File: src/rtl/uart_arb_pkg.sv
// Shared types for the two-requester UART transmit arbiter.
// Pure declarations: no logic, no latency, no backpressure.
package uart_arb_pkg;
    localparam int NUM_REQ = 2;

    typedef logic [7:0] byte_t;

    typedef enum logic [1:0] {
        IDLE     = 2'd0,
        SEND     = 2'd1,
        WAIT_ACK = 2'd2,
        HOLD     = 2'd3
    } arb_state_t;
endpackage

File: src/rtl/uart_tx_arbiter_if.sv
// Requester byte stream plus UART transmitter handshake; timeout_err exists only
// when UART_TX_ARB_TIMEOUT_EN is defined. Requesters/transmitter use master, arbiter uses slave.
interface uart_tx_arbiter_if;
    import uart_arb_pkg::*;

    logic  [NUM_REQ-1:0] req_valid;
    byte_t [NUM_REQ-1:0] req_data;
    logic  [NUM_REQ-1:0] req_last;
    logic  [NUM_REQ-1:0] req_ready;
    logic                tx_start;
    byte_t               tx_data;
    logic                tx_ack;
    logic  [NUM_REQ-1:0] grant;
`ifdef UART_TX_ARB_TIMEOUT_EN
    logic                timeout_err;

    modport master (output req_valid, req_data, req_last, tx_ack,
                    input  req_ready, tx_start, tx_data, grant, timeout_err);
    modport slave  (input  req_valid, req_data, req_last, tx_ack,
                    output req_ready, tx_start, tx_data, grant, timeout_err);
`else
    modport master (output req_valid, req_data, req_last, tx_ack,
                    input  req_ready, tx_start, tx_data, grant);
    modport slave  (input  req_valid, req_data, req_last, tx_ack,
                    output req_ready, tx_start, tx_data, grant);
`endif
endinterface

File: src/rtl/rr_arbiter_2.sv
// Two-way round-robin pick: ptr names the favoured requester, result is one-hot or zero.
// Combinational, zero latency; no backpressure of its own.
module rr_arbiter_2 (
    input  logic [1:0] req,
    input  logic       ptr,
    output logic [1:0] gnt
);
    always_comb begin
        gnt = 2'b00;
        if (ptr) begin
            if (req[1])      gnt = 2'b10;
            else if (req[0]) gnt = 2'b01;
        end else begin
            if (req[0])      gnt = 2'b01;
            else if (req[1]) gnt = 2'b10;
        end
    end
endmodule

File: src/rtl/uart_tx_arbiter.sv
// Packet-granular round-robin of two byte streams onto one UART transmitter; grant 1 cycle after
// valid, tx_start 2 cycles after; one byte in flight, waits on tx_ack (bounded by UART_TX_ARB_TIMEOUT_EN).
module uart_tx_arbiter
    import uart_arb_pkg::*;
#(
    parameter int TIMEOUT_CYCLES = 4096
) (
    input  logic               clk,
    input  logic               rst,
    uart_tx_arbiter_if.slave   bus
);
    arb_state_t          state, state_d;
    logic [NUM_REQ-1:0]  grant_q, grant_d, win;
    logic                ptr, ptr_d;
    logic                gidx;
    logic                last_q;
    logic                start_q;
    byte_t               data_q;
    logic                to_fire;

    assign gidx = grant_q[1];

    rr_arbiter_2 u_rr (
        .req (bus.req_valid),
        .ptr (ptr),
        .gnt (win)
    );

`ifdef UART_TX_ARB_TIMEOUT_EN
    localparam int CW = $clog2(TIMEOUT_CYCLES) + 1;
    logic [CW-1:0] to_cnt;
    logic          to_q;

    // An ack arriving on the limit cycle still completes the byte normally.
    assign to_fire = (state == WAIT_ACK || state == HOLD)
                   && (to_cnt == CW'(TIMEOUT_CYCLES - 1))
                   && !(state == WAIT_ACK && bus.tx_ack);

    always_ff @(posedge clk or negedge rst) begin
        if (!rst) begin
            to_cnt <= '0;
            to_q   <= 1'b0;
        end else begin
            to_q <= to_fire;
            if (state_d != state || !(state == WAIT_ACK || state == HOLD))
                to_cnt <= '0;
            else
                to_cnt <= to_cnt + 1'b1;
        end
    end

    assign bus.timeout_err = to_q;
`else
    assign to_fire = 1'b0;
`endif

    always_comb begin
        state_d = state;
        grant_d = grant_q;
        ptr_d   = ptr;
        case (state)
            IDLE: begin
                if (|bus.req_valid) begin
                    state_d = SEND;
                    grant_d = win;
                end
            end
            SEND: state_d = WAIT_ACK;
            WAIT_ACK: begin
                if (bus.tx_ack) begin
                    if (last_q) begin
                        state_d = IDLE;
                        grant_d = '0;
                        ptr_d   = ~gidx;
                    end else begin
                        state_d = HOLD;
                    end
                end
            end
            HOLD: begin
                // Only the owner may continue; the other side waits for packet end.
                if (bus.req_valid[gidx]) state_d = SEND;
            end
            default: state_d = IDLE;
        endcase
        if (to_fire) begin
            state_d = IDLE;
            grant_d = '0;
            ptr_d   = ~gidx;
        end
    end

    always_ff @(posedge clk or negedge rst) begin
        if (!rst) begin
            state   <= IDLE;
            grant_q <= '0;
            ptr     <= 1'b0;
            start_q <= 1'b0;
            data_q  <= '0;
            last_q  <= 1'b0;
        end else begin
            state   <= state_d;
            grant_q <= grant_d;
            ptr     <= ptr_d;
            start_q <= (state == SEND);
            if (state == SEND) begin
                data_q <= bus.req_data[gidx];
                last_q <= bus.req_last[gidx];
            end
        end
    end

    assign bus.req_ready = (state == SEND) ? grant_q : '0;
    assign bus.tx_start  = start_q;
    assign bus.tx_data   = data_q;
    assign bus.grant     = grant_q;
endmodule

File: src/flat_wrapper.sv
// flat-port wrapper written by rule: the top's interface ports become plain ports
module uart_tx_arbiter_flat import uart_arb_pkg::*;
#(
    parameter int TIMEOUT_CYCLES = 4096
)
  (clk, rst, bus_req_valid, bus_req_data, bus_req_last, bus_tx_ack, bus_req_ready, bus_tx_start, bus_tx_data, bus_grant);
  uart_tx_arbiter_if bus_i ();
  input  logic clk;
  input  logic rst;
  input wire logic [$bits(bus_i.req_valid)-1:0] bus_req_valid;
  input wire logic [$bits(bus_i.req_data)-1:0] bus_req_data;
  input wire logic [$bits(bus_i.req_last)-1:0] bus_req_last;
  input wire logic [$bits(bus_i.tx_ack)-1:0] bus_tx_ack;
  output wire logic [$bits(bus_i.req_ready)-1:0] bus_req_ready;
  output wire logic [$bits(bus_i.tx_start)-1:0] bus_tx_start;
  output wire logic [$bits(bus_i.tx_data)-1:0] bus_tx_data;
  output wire logic [$bits(bus_i.grant)-1:0] bus_grant;
  assign bus_i.req_valid = bus_req_valid;
  assign bus_i.req_data = bus_req_data;
  assign bus_i.req_last = bus_req_last;
  assign bus_i.tx_ack = bus_tx_ack;
  assign bus_req_ready = bus_i.req_ready;
  assign bus_tx_start = bus_i.tx_start;
  assign bus_tx_data = bus_i.tx_data;
  assign bus_grant = bus_i.grant;
  uart_tx_arbiter #(.TIMEOUT_CYCLES(TIMEOUT_CYCLES)) u_core (.clk(clk), .rst(rst), .bus(bus_i));
endmodule
File: config.mk
export PLATFORM = sky130hd
export DESIGN_NAME = uart_tx_arbiter_flat
export DESIGN_NICKNAME = d
export VERILOG_FILES = /design/src/rtl/uart_arb_pkg.sv /design/src/rtl/uart_tx_arbiter_if.sv /design/src/rtl/rr_arbiter_2.sv /design/src/rtl/uart_tx_arbiter.sv /design/src/flat_wrapper.sv
export SDC_FILE = /design/constraint.sdc
export NUM_CORES = 1
export LEC_CHECK = 0
export CELL_PAD_IN_SITES_DETAIL_PLACEMENT = 1
export CELL_PAD_IN_SITES_GLOBAL_PLACEMENT = 1
export CORE_MARGIN = 1.5
export CORE_UTILIZATION = 30
export DETAILED_ROUTE_END_ITERATION = 8
export PLACE_DENSITY_LB_ADDON = 0.05
export SYNTH_ARGS = -nofsm -noshare
export SYNTH_HDL_FRONTEND = slang
export SYNTH_SLANG_ARGS = --single-unit
File: constraint.sdc
create_clock -name clk -period 2.15 [get_ports clk]
set_clock_uncertainty 0.15 [all_clocks]
set_input_delay 0.43 -clock clk [delete_from_list [all_inputs] [get_ports clk]]
set_output_delay 0.43 -clock clk [all_outputs]
set_load 0.1 [all_outputs]
==> summary.md, run 1 <==
| Metric | Value |
|---|---|
| Die area | 0.003054 mm^2 |
| Yosys top cell area share | 0.4580 |
| Pre-CTS WS | 0.1786 ns |
| Worst reg2reg path endpoint | u_core.bus.grant[0]$_DFFE_PN0P_ |
| Pin count of the biggest net entering global routing | 13 |
| Gr usage total | 0.1484 |
| Post-Route WL | 2038 um |
| CTS tree | yes |
| Clk buf depth | 2 |
| Final Cycle Share | 0.9494 |
| Drt via density | 4.788 |
| Synth warn | 0 |
| CTS resizes | 0 |
| Worst min path class | in -> async |
| Hold buffers post-CTS | 0 |
| First-pass GRT wire length | 3567 um |
| Crit. path cell count | 4 |
| Slew HR | 0.7682 |
| Arr. time, crit path | 1.46 ns |
| Post-route minimum period | 2.041 ns |
| Worst r2r path cells | 5 |
| Max Cap Viol | 0 |
| Core Rows | 18 |
| Hold Vio Cnt, Final | 0 |
| Initial core utilization | 0.3249 |
| DRT iter0 DRCs | 1 |
| CP endpoint | bus_req_ready[1] |
| Slowest CP cell | dfrtp_1 |
| Status | finished clean |
| Via count | 699 |
| RR Startpoint | u_core.state[0]$_DFFE_PN0P_ |
| Crit path from | u_core.state[1]$_DFFE_PN0P_ |
| CTS Sinks | 15 |
| Crit path required time | 1.57 ns |
| Setup TNS | 0 ns |
| Crit Path Category | reg -> out |
| Final setup viols | 0 |
| WL per Instance | 13.96 um |
| Clock root cell | clkbuf_4 |
| FMAX | 489.9 MHz |
| TritonRoute pass-1 iters | 2 |
| Synth-to-layout area growth | 53.28% |
| Slew @ Worst Pin | 0.3466 ns |
| Startpoint Class | flip-flop |
| Critical path fanouts, max | 4 |
| Hpwl dp | 1687 um |
| H-tree depth | 1 |
| Setup WS post-layout | 0.1087 ns |
| Routability cong. | 0.7868 |
| Antenna-violating nets left | 0 |
| Post-synth net total | 106 |
| Synth area leaders | dfrtp_1 (46%), mux2i_1 (17%), ha_1 (9.2%) |
| RSZ-0062 raised after global routing | false |
| Cell family with most CP delay | flip-flops |
| Mapped Area | 819.5 um^2 |
| CP endpoint kind | primary output |
| Filler cells | 287 |
| Sequential-to-total area share from yosys stat | 0.4580 |
| Core box area | 0.002522 mm^2 |
| Cells after synthesis | 77 |
| Clk slew on worst S/H paths | 0.10 ns |
| Post-synth top area cell | dfrtp_1 |
| Final Slew Violations | 0 |
| Number of I/O port buffers | 35 |
| Flop-to-flop setup slack | 0.27 ns |
| Vert. Die Dim | 55.27 um |
| Worst path bufs/invs | 2 |
| DRC | 0 |
| Vias in the first global route | 759 |
| Layout cells sized above 1 | 0.2414 |
| Avg Inst Size Synth | 10.64 um^2 |
| Max incr delay on CP | 0.43 ns |
| Chip Width | 55.27 um |
| Worst path cell trace | inv_1, ha_2, and2_2, buf_12 |
| Register bit total from synthesis | 15 |
| Cts bufs inserted | 3 |
| I/O Pins | 36 |
| Skew-Pair Late Insertion Delay | 0.29 ns |
| Post-CTS setup buffers | 0 |
| Ant diodes | 0 |
| Nets@finish | 146 |
| Antenna violations before repair | 0 |
| Grt ovf | 0 |
| Distinct cells, synth | 20 |
==> cell type report <==
type                       instances  area [um^2]  share of cell area
clock buffer                       3        22.52             0.01793
clock inverter                     1        5.005            0.003984
inverter                           6        22.52             0.01793
multi-input combinational         52        406.6              0.3237
sequential                        15        376.6              0.2998
tap                               30        37.54             0.02988
timing repair buffer              39        385.4              0.3068
==> per-layer routing <==
metal | routed length [um] | GRT usage | vias to the layer above
li1 | - | - | 340
met1 | 868 | 0.1728 | 336
met2 | 1017 | 0.2568 | 21
met3 | 130 | 0.05152 | 2
met4 | 21 | 0.04181 | 0
met5 | 0 | 0 | -
==> logic make-up after synthesis <==
kind of cell	count (synthesis)	synth area share
multiplexers	15	0.1847
buffers and inverters	10	0.05191
adder cells (fa/ha/maj)	6	0.09160
flip-flops	15	0.4580
AO/OA/AOI/OAI	14	0.1038
AND/OR/NAND/NOR	17	0.1099
==> state kept, by name, summed over array words and instances (netlist names) <==
signal               cells
u_core.ptr               1
u_core.bus.tx_data       8
u_core.last_q            1
u_core.state             2
u_core.bus.grant         2
u_core.bus.tx_start      1
==> cell usage after synthesis, drive strengths merged <==
cell    count
nor3b       1
o21ai       2
mux2i      14
nand2       1
inv         6
nor3        1
a211oi      1
nand3       1
a221oi      1
o211ai      1
and2        2
mux2        1
a21oi       9
ha          6
dfrtp      15
nor2b       2
nor2        9
clkbuf      2
buf         2
==> how the worst min path moves through the flow <==
stage / to / slack (ns)
after global placement: u_core.bus.grant[0]$_DFFE_PN0P_ / 0.35
after global routing: u_core.state[0]$_DFFE_PN0P_ / 0.26
after CTS: u_core.state[1]$_DFFE_PN0P_ / 0.25
after detailed placement: u_core.bus.tx_data[0]$_DFFE_PN0N_ / 0.37
final: u_core.state[0]$_DFFE_PN0P_ / 0.25
after floorplan: u_core.bus.grant[0]$_DFFE_PN0P_ / -0.02
==> stage by stage <==
stage / util / hold slack, ns / cells / cell area, um^2
3_5_place_dp: 0.4861 / 0.3720 / 142 / 1226
5_1_grt: 0.4980 / 0.2618 / 146 / 1256
6_report: 0.4980 / 0.2506 / 146 / 1256
2_1_floorplan: - / -0.01559 / 77 / 823.3
3_3_place_gp: 0.4861 / 0.3535 / 142 / 1226
4_1_cts: 0.4970 / 0.2489 / 146 / 1254
==> layout by cell type (no fill, tap or decap), types with 2 or more instances in the layout <==
| master | n |
|---|---|
| mux2i_1 | 14 |
| o21ai_0 | 2 |
| dfrtp_1 | 14 |
| and2_2 | 2 |
| inv_1 | 6 |
| buf_4 | 14 |
| nor2b_1 | 2 |
| nor2_1 | 9 |
| a21oi_1 | 9 |
| buf_12 | 3 |
| clkbuf_4 | 3 |
| clkdlybuf4s50_1 | 22 |
| ha_1 | 5 |
==> worst register-to-register path, delay by kind of cell, from the launching register on <==
family                   cells  cell delay [ns]
AND/OR/NAND/NOR              2             0.45
flip-flops                   1             0.43
multiplexers                 1             0.35
adder cells (fa/ha/maj)      1             0.26
buffers and inverters        1             0.12
Power of run 1 is left out: the tool's default activity adds up to more than one toggle a clock period on the data nets, which glitch-free logic cannot reach.
==> run 2: changes to the inputs <==
--- a/config.mk
+++ b/config.mk
@@ -5,10 +5,13 @@
 export SDC_FILE = /design/constraint.sdc
 export NUM_CORES = 1
 export LEC_CHECK = 0
+export CAP_MARGIN = 20
 export CELL_PAD_IN_SITES_DETAIL_PLACEMENT = 1
 export CELL_PAD_IN_SITES_GLOBAL_PLACEMENT = 1
+export CORE_ASPECT_RATIO = 1.25
 export CORE_MARGIN = 1.5
-export CORE_UTILIZATION = 30
+export CORE_UTILIZATION = 32
+export CTS_BUF_LIST = sky130_fd_sc_hd__clkbuf_8
 export DETAILED_ROUTE_END_ITERATION = 8
 export PLACE_DENSITY_LB_ADDON = 0.05
 export SYNTH_ARGS = -nofsm -noshare
==> run 2 against run 1 <==
  * Critical path type unchanged
  * Worst hold slack improved by 0.090 ns
  * Setup slack improved by 0.042 ns
  * Highest routed layer unchanged
  * Critical path depth did not move
==> summary.md, run 2 (same netlist as run 1, synthesis figures left out) <==
| Metric | Value |
|---|---|
| CTS resizes | 0 (unchanged) |
| Post-CTS setup buffers | 0 (unchanged) |
| Worst min path class | in -> async |
| Core box area | 0.002427 mm^2 (-3.8%) |
| Die area | 0.002876 mm^2 (-5.8%) |
| FMAX | 500.3 MHz (+2.1%) |
| Fin util | 0.5253 (+0.02724) |
| Core Rows | 20 (+2) |
| Final Cycle Share | 0.9297 (-0.01971) |
| I/O Pins | 36 (unchanged) |
| Highest metal layer with signal wires | met4 |
| Setup TNS | 0 ns (unchanged) |
| Hpwl dp | 1579 um (-6.4%) |
| Initial core utilization | 0.3376 (+0.01273) |
| RSZ-0062 raised after global routing | false |
| Crit path required time | 1.57 ns (about the same) |
| CTS tree | yes |
| WL per Instance | 13.31 um (-4.7%) |
| Skew-Pair Late Insertion Delay | 0.25 ns (-0.04 ns) |
| H-tree depth | 1 (unchanged) |
| Vias in the first global route | 735 (-3.2%) |
| Synth-to-layout area growth | 55.57% |
| Vert. Die Dim | 59.58 um (+7.8%) |
| Pin count of the biggest net entering global routing | 16 (+3) |
| Cts bufs inserted | 3 (unchanged) |
| Clock root cell | clkbuf_8 |
| Hold Vio Cnt, Final | 0 (unchanged) |
| Met2 wire len | 1014 um (-0.29%) |
| Final setup viols | 0 (unchanged) |
| Slew @ Worst Pin | 0.2987 ns (-0.04785 ns) |
| First-pass GRT wire length | 3180 um (-11%) |
| TritonRoute pass-1 iters | 2 (unchanged) |
| Final Slew Violations | 0 (unchanged) |
| Nets@finish | 146 (unchanged) |
| Layout cells sized above 1 | 0.2241 (-0.01724) |
| Wire length on met3 | 108 um (-17%) |
| Post-Route WL | 1983 um (-2.7%) |
| Grt ovf | 0 (unchanged) |
| Drt via density | 4.604 (-3.8%) |
| Worst reg2reg path endpoint | u_core.bus.grant[0]$_DFFE_PN0P_ |
| DRT iter0 DRCs | 16 (+15) |
| Filler cells | 279 (-2.8%) |
| RR Startpoint | u_core.state[0]$_DFFE_PN0P_ |
| Clk buf depth | 2 (unchanged) |
| Crit Path Category | reg -> out |
| Number of flip-flops in the largest register | 8 (unchanged) |
| Routability cong. | 0.7175 (-8.8%) |
| Critical path fanouts, max | 4 (unchanged) |
| Startpoint Class | flip-flop |
| Wire length on met1 | 819 um (-5.6%) |
| Via count | 686 (-1.9%) |
| Max Cap Viol | 0 (unchanged) |
| Slew HR | 0.8008 (+0.03262) |
| Post-route minimum period | 1.999 ns (-0.04239 ns) |
| Gr usage total | 0.1609 (+0.01254) |
| Chip Width | 48.27 um (-13%) |
| Hold buffers post-CTS | 0 (unchanged) |
| CTS Sinks | 15 (unchanged) |
| Flop-to-flop setup slack | 0.35 ns (+0.08 ns) |
| Number of I/O port buffers | 35 (unchanged) |
| Final hold slack | 0.3401 ns (+0.08954 ns) |
| Clk slew on worst S/H paths | 0.06 ns (-0.04 ns) |
| Arr. time, crit path | 1.42 ns (-0.04 ns) |
| Status | finished clean |
| Antenna-violating nets left | 0 (unchanged) |
| CP endpoint kind | primary output |
| Antenna violations before repair | 0 (unchanged) |
| Commonest cells after routing, fill and taps aside | clkdlybuf4s50_1 (22), mux2i_1 (14), buf_4 (14), dfrtp_1 (14) |
| Worst r2r path cells | 5 (unchanged) |
| Ant diodes | 0 (unchanged) |
| Most common cell after layout, fill and taps aside | clkdlybuf4s50_1 |
| DRC | 0 (unchanged) |
-- run 2: critical path, stage by stage (launching register included) --
cell	delay, ns
dfrtp_1	0.41
inv_1	0.13
ha_1	0.25
and2_2	0.20
buf_12	0.17
-- run 2: how the worst max path moves through the flow --
| stage | from | to | cells after the start |
|---|---|---|---|
| 2_1_floorplan | u_core.bus.grant[1]$_DFFE_PN0P_ | bus_req_ready[1] | 3 |
| 3_3_place_gp | bus_req_valid[1] | u_core.bus.grant[0]$_DFFE_PN0P_ | 4 |
| 3_5_place_dp | bus_req_valid[1] | u_core.bus.grant[0]$_DFFE_PN0P_ | 4 |
| 4_1_cts | u_core.state[1]$_DFFE_PN0P_ | bus_req_ready[0] | 4 |
| 5_1_grt | u_core.state[1]$_DFFE_PN0P_ | bus_req_ready[0] | 4 |
| 6_report | u_core.state[1]$_DFFE_PN0P_ | bus_req_ready[0] | 4 |
-- run 2: routing by layer --
layer,up-vias,GRT usage
li1,338,-
met3,5,0.03963
met4,0,0.06950
met5,-,0
met1,321,0.1844
met2,22,0.2707
-- run 2: final cells by class --
class                      count  area, um^2  area share
clock buffer                   3       41.29     0.03238
inverter                       6       22.52     0.01766
tap                           33       41.29     0.03238
timing repair buffer          39       385.4      0.3023
multi-input combinational     52       404.1      0.3170
clock inverter                 1       3.754    0.002944
sequential                    15       376.6      0.2954
-- run 2: metrics by stage --
stage / instances / worst slack [ns] / area, um^2
5_1_grt: 149 / 0.05933 / 1275
2_1_floorplan: 77 / -0.04763 / 823.3
3_3_place_gp: 145 / 0.2481 / 1230
3_5_place_dp: 145 / 0.2350 / 1230
6_report: 149 / 0.1511 / 1275
4_1_cts: 149 / 0.1259 / 1275
Power of run 2 is left out for the same reason.
==> run 3: changes to the inputs <==
--- a/config.mk
+++ b/config.mk
@@ -13,6 +13,7 @@
 export CORE_UTILIZATION = 32
 export CTS_BUF_LIST = sky130_fd_sc_hd__clkbuf_8
 export DETAILED_ROUTE_END_ITERATION = 8
+export GPL_TIMING_DRIVEN = 0
 export PLACE_DENSITY_LB_ADDON = 0.05
 export SYNTH_ARGS = -nofsm -noshare
 export SYNTH_HDL_FRONTEND = slang
==> run 3 against run 2 <==
  * Wire length is 0.45% lower
  * Worst hold slack better by 0.024 ns
  * Setup slack worse by 0.077 ns
  * Design area is 1.3% lower
  * Critical endpoint is now bus_tx_data[2]
==> summary.md, run 3 (same netlist as run 1, synthesis figures left out) <==
| Metric | Value |
|---|---|
| Worst min path class | reg -> reg |
| WL per Instance | 13.34 um (+0.22%) |
| TritonRoute pass-1 iters | 4 (+2) |
| Vias in the first global route | 703 (-4.4%) |
| Initial core utilization | 0.3376 (unchanged) |
| Number of flip-flops in the largest register | 8 (unchanged) |
| Critical path fanouts, max | 2 (-2) |
| Antenna-violating nets left | 0 (unchanged) |
| Number of I/O port buffers | 35 (unchanged) |
| Vert. Die Dim | 59.58 um (unchanged) |
| Cts bufs inserted | 3 (unchanged) |
| Slew HR | 0.3603 (-0.4405) |
| Post-route minimum period | 2.076 ns (+0.07678 ns) |
| Post-CTS setup buffers | 0 (unchanged) |
| CTS resizes | 25 (+25) |
| Cell family with most CP delay | buffers and inverters |
| Final Cycle Share | 0.9654 (+0.03571) |
| Via count | 678 (-1.2%) |
| CP endpoint kind | primary output |
| Chip Width | 48.27 um (unchanged) |
| Grt ovf | 0 (unchanged) |
| CTS tree | yes |
| FMAX | 481.8 MHz (-3.7%) |
| DRT iter0 DRCs | 4 (-12) |
| Clk slew on worst S/H paths | 0.06 ns (about the same) |
| Worst path cell trace | dlygate4sd2_1 |
| Final setup viols | 0 (unchanged) |
| Worst path bufs/invs | 1 (-1) |
| First-pass GRT wire length | 3118 um (-1.9%) |
| Hold Vio Cnt, Final | 0 (unchanged) |
| Ant diodes | 0 (unchanged) |
| Slew @ Worst Pin | 0.9633 ns (+0.6646 ns) |
| Routability cong. | 0.6643 (-7.4%) |
| H-tree depth | 1 (unchanged) |
| Drt via density | 4.581 (-0.50%) |
| Clock root cell | clkbuf_8 |
| Nets@finish | 145 (-0.68%) |
| Slowest CP cell | dlygate4sd2_1 |
| Synth-to-layout area growth | 53.59% |
| Status | finished clean |
| Max incr delay on CP | 0.87 ns (+0.46 ns) |
| Skew-Pair Late Insertion Delay | 0.25 ns (about the same) |
| Arr. time, crit path | 1.50 ns (+0.08 ns) |
| I/O Pins | 36 (unchanged) |
| Crit Path Category | reg -> out |
| RSZ-0062 raised after global routing | false |
| Final Slew Violations | 0 (unchanged) |
| Core box area | 0.002427 mm^2 (unchanged) |
| Final cell count without fillers | 148 (-0.67%) |
| Clk buf depth | 2 (unchanged) |
| Most common cell after layout, fill and taps aside | clkdlybuf4s50_1 |
| Layout cells sized above 1 | 0.1304 (-0.09370) |
| Pin count of the biggest net entering global routing | 16 (unchanged) |
| Dpl cells | 145 (unchanged) |
| Commonest cells after routing, fill and taps aside | clkdlybuf4s50_1 (22), mux2i_1 (14), dfrtp_1 (14) |
| Max Cap Viol | 0 (unchanged) |
| Core Rows | 20 (unchanged) |
| Crit path required time | 1.57 ns (about the same) |
| CTS Sinks | 15 (unchanged) |
| Startpoint Class | flip-flop |
| Post-Route WL | 1974 um (-0.45%) |
| Gr usage total | 0.1596 (-0.001372) |
| Antenna violations before repair | 0 (unchanged) |
| DRC | 0 (unchanged) |
| Hold buffers post-CTS | 0 (unchanged) |
| Die area | 0.002876 mm^2 (unchanged) |
| Hpwl dp | 1503 um (-4.8%) |
## run 3: layout make-up
class,count,area [um^2]
plain buffers,3,16.27
multi-input cells,52,416.7
inverters,6,22.52
clock inverters,1,5.005
clock buffers,3,41.29
fillers,286,1169
repair buffers,35,339.1
well taps,33,41.29
flip-flops and latches,15,376.6
## run 3: through the flow
stage | hold WS (ns) | utilization | setup WS, ns | area (um^2) | TNS (ns)
final | 0.3640 | 0.5186 | 0.07430 | 1259 | 0
after global routing | 0.4115 | 0.5186 | 0.03407 | 1259 | 0
after CTS | 0.3689 | 0.5155 | 0.05643 | 1251 | 0
after detailed placement | 0.3553 | 0.5005 | -0.9026 | 1215 | -1.800
after global placement | 0.3461 | 0.5005 | -0.8806 | 1215 | -1.761
after floorplan | -0.01559 | - | -0.04763 | 823.3 | -0.04763
## run 3: final timing paths
kind	from	endpoint	slack, ns	cells past startpoint
worst max-delay path	u_core.bus.tx_data[2]$_DFFE_PN0N_	bus_tx_data[2]	0.07	1
worst min-delay path	u_core.ptr$_DFFE_PN0P_	u_core.ptr$_DFFE_PN0P_	0.36	2
worst max register to register	u_core.state[0]$_DFFE_PN0P_	u_core.bus.grant[0]$_DFFE_PN0P_	0.27	5
worst min register to register	u_core.ptr$_DFFE_PN0P_	u_core.ptr$_DFFE_PN0P_	0.36	2
max in group asynchronous	rst	u_core.bus.grant[1]$_DFFE_PN0P_	0.90	1
min in group asynchronous	rst	u_core.bus.tx_data[3]$_DFFE_PN0N_	0.46	1
## run 3: layer usage
metal	global-route usage	vias up	part of all wire
li1	-	336	-
met1	0.1780	317	0.40
met2	0.2707	21	0.53
met3	0.03354	4	0.051
met4	0.08108	0	0.018
met5	0	-	0
Power of run 3 is left out for the same reason.
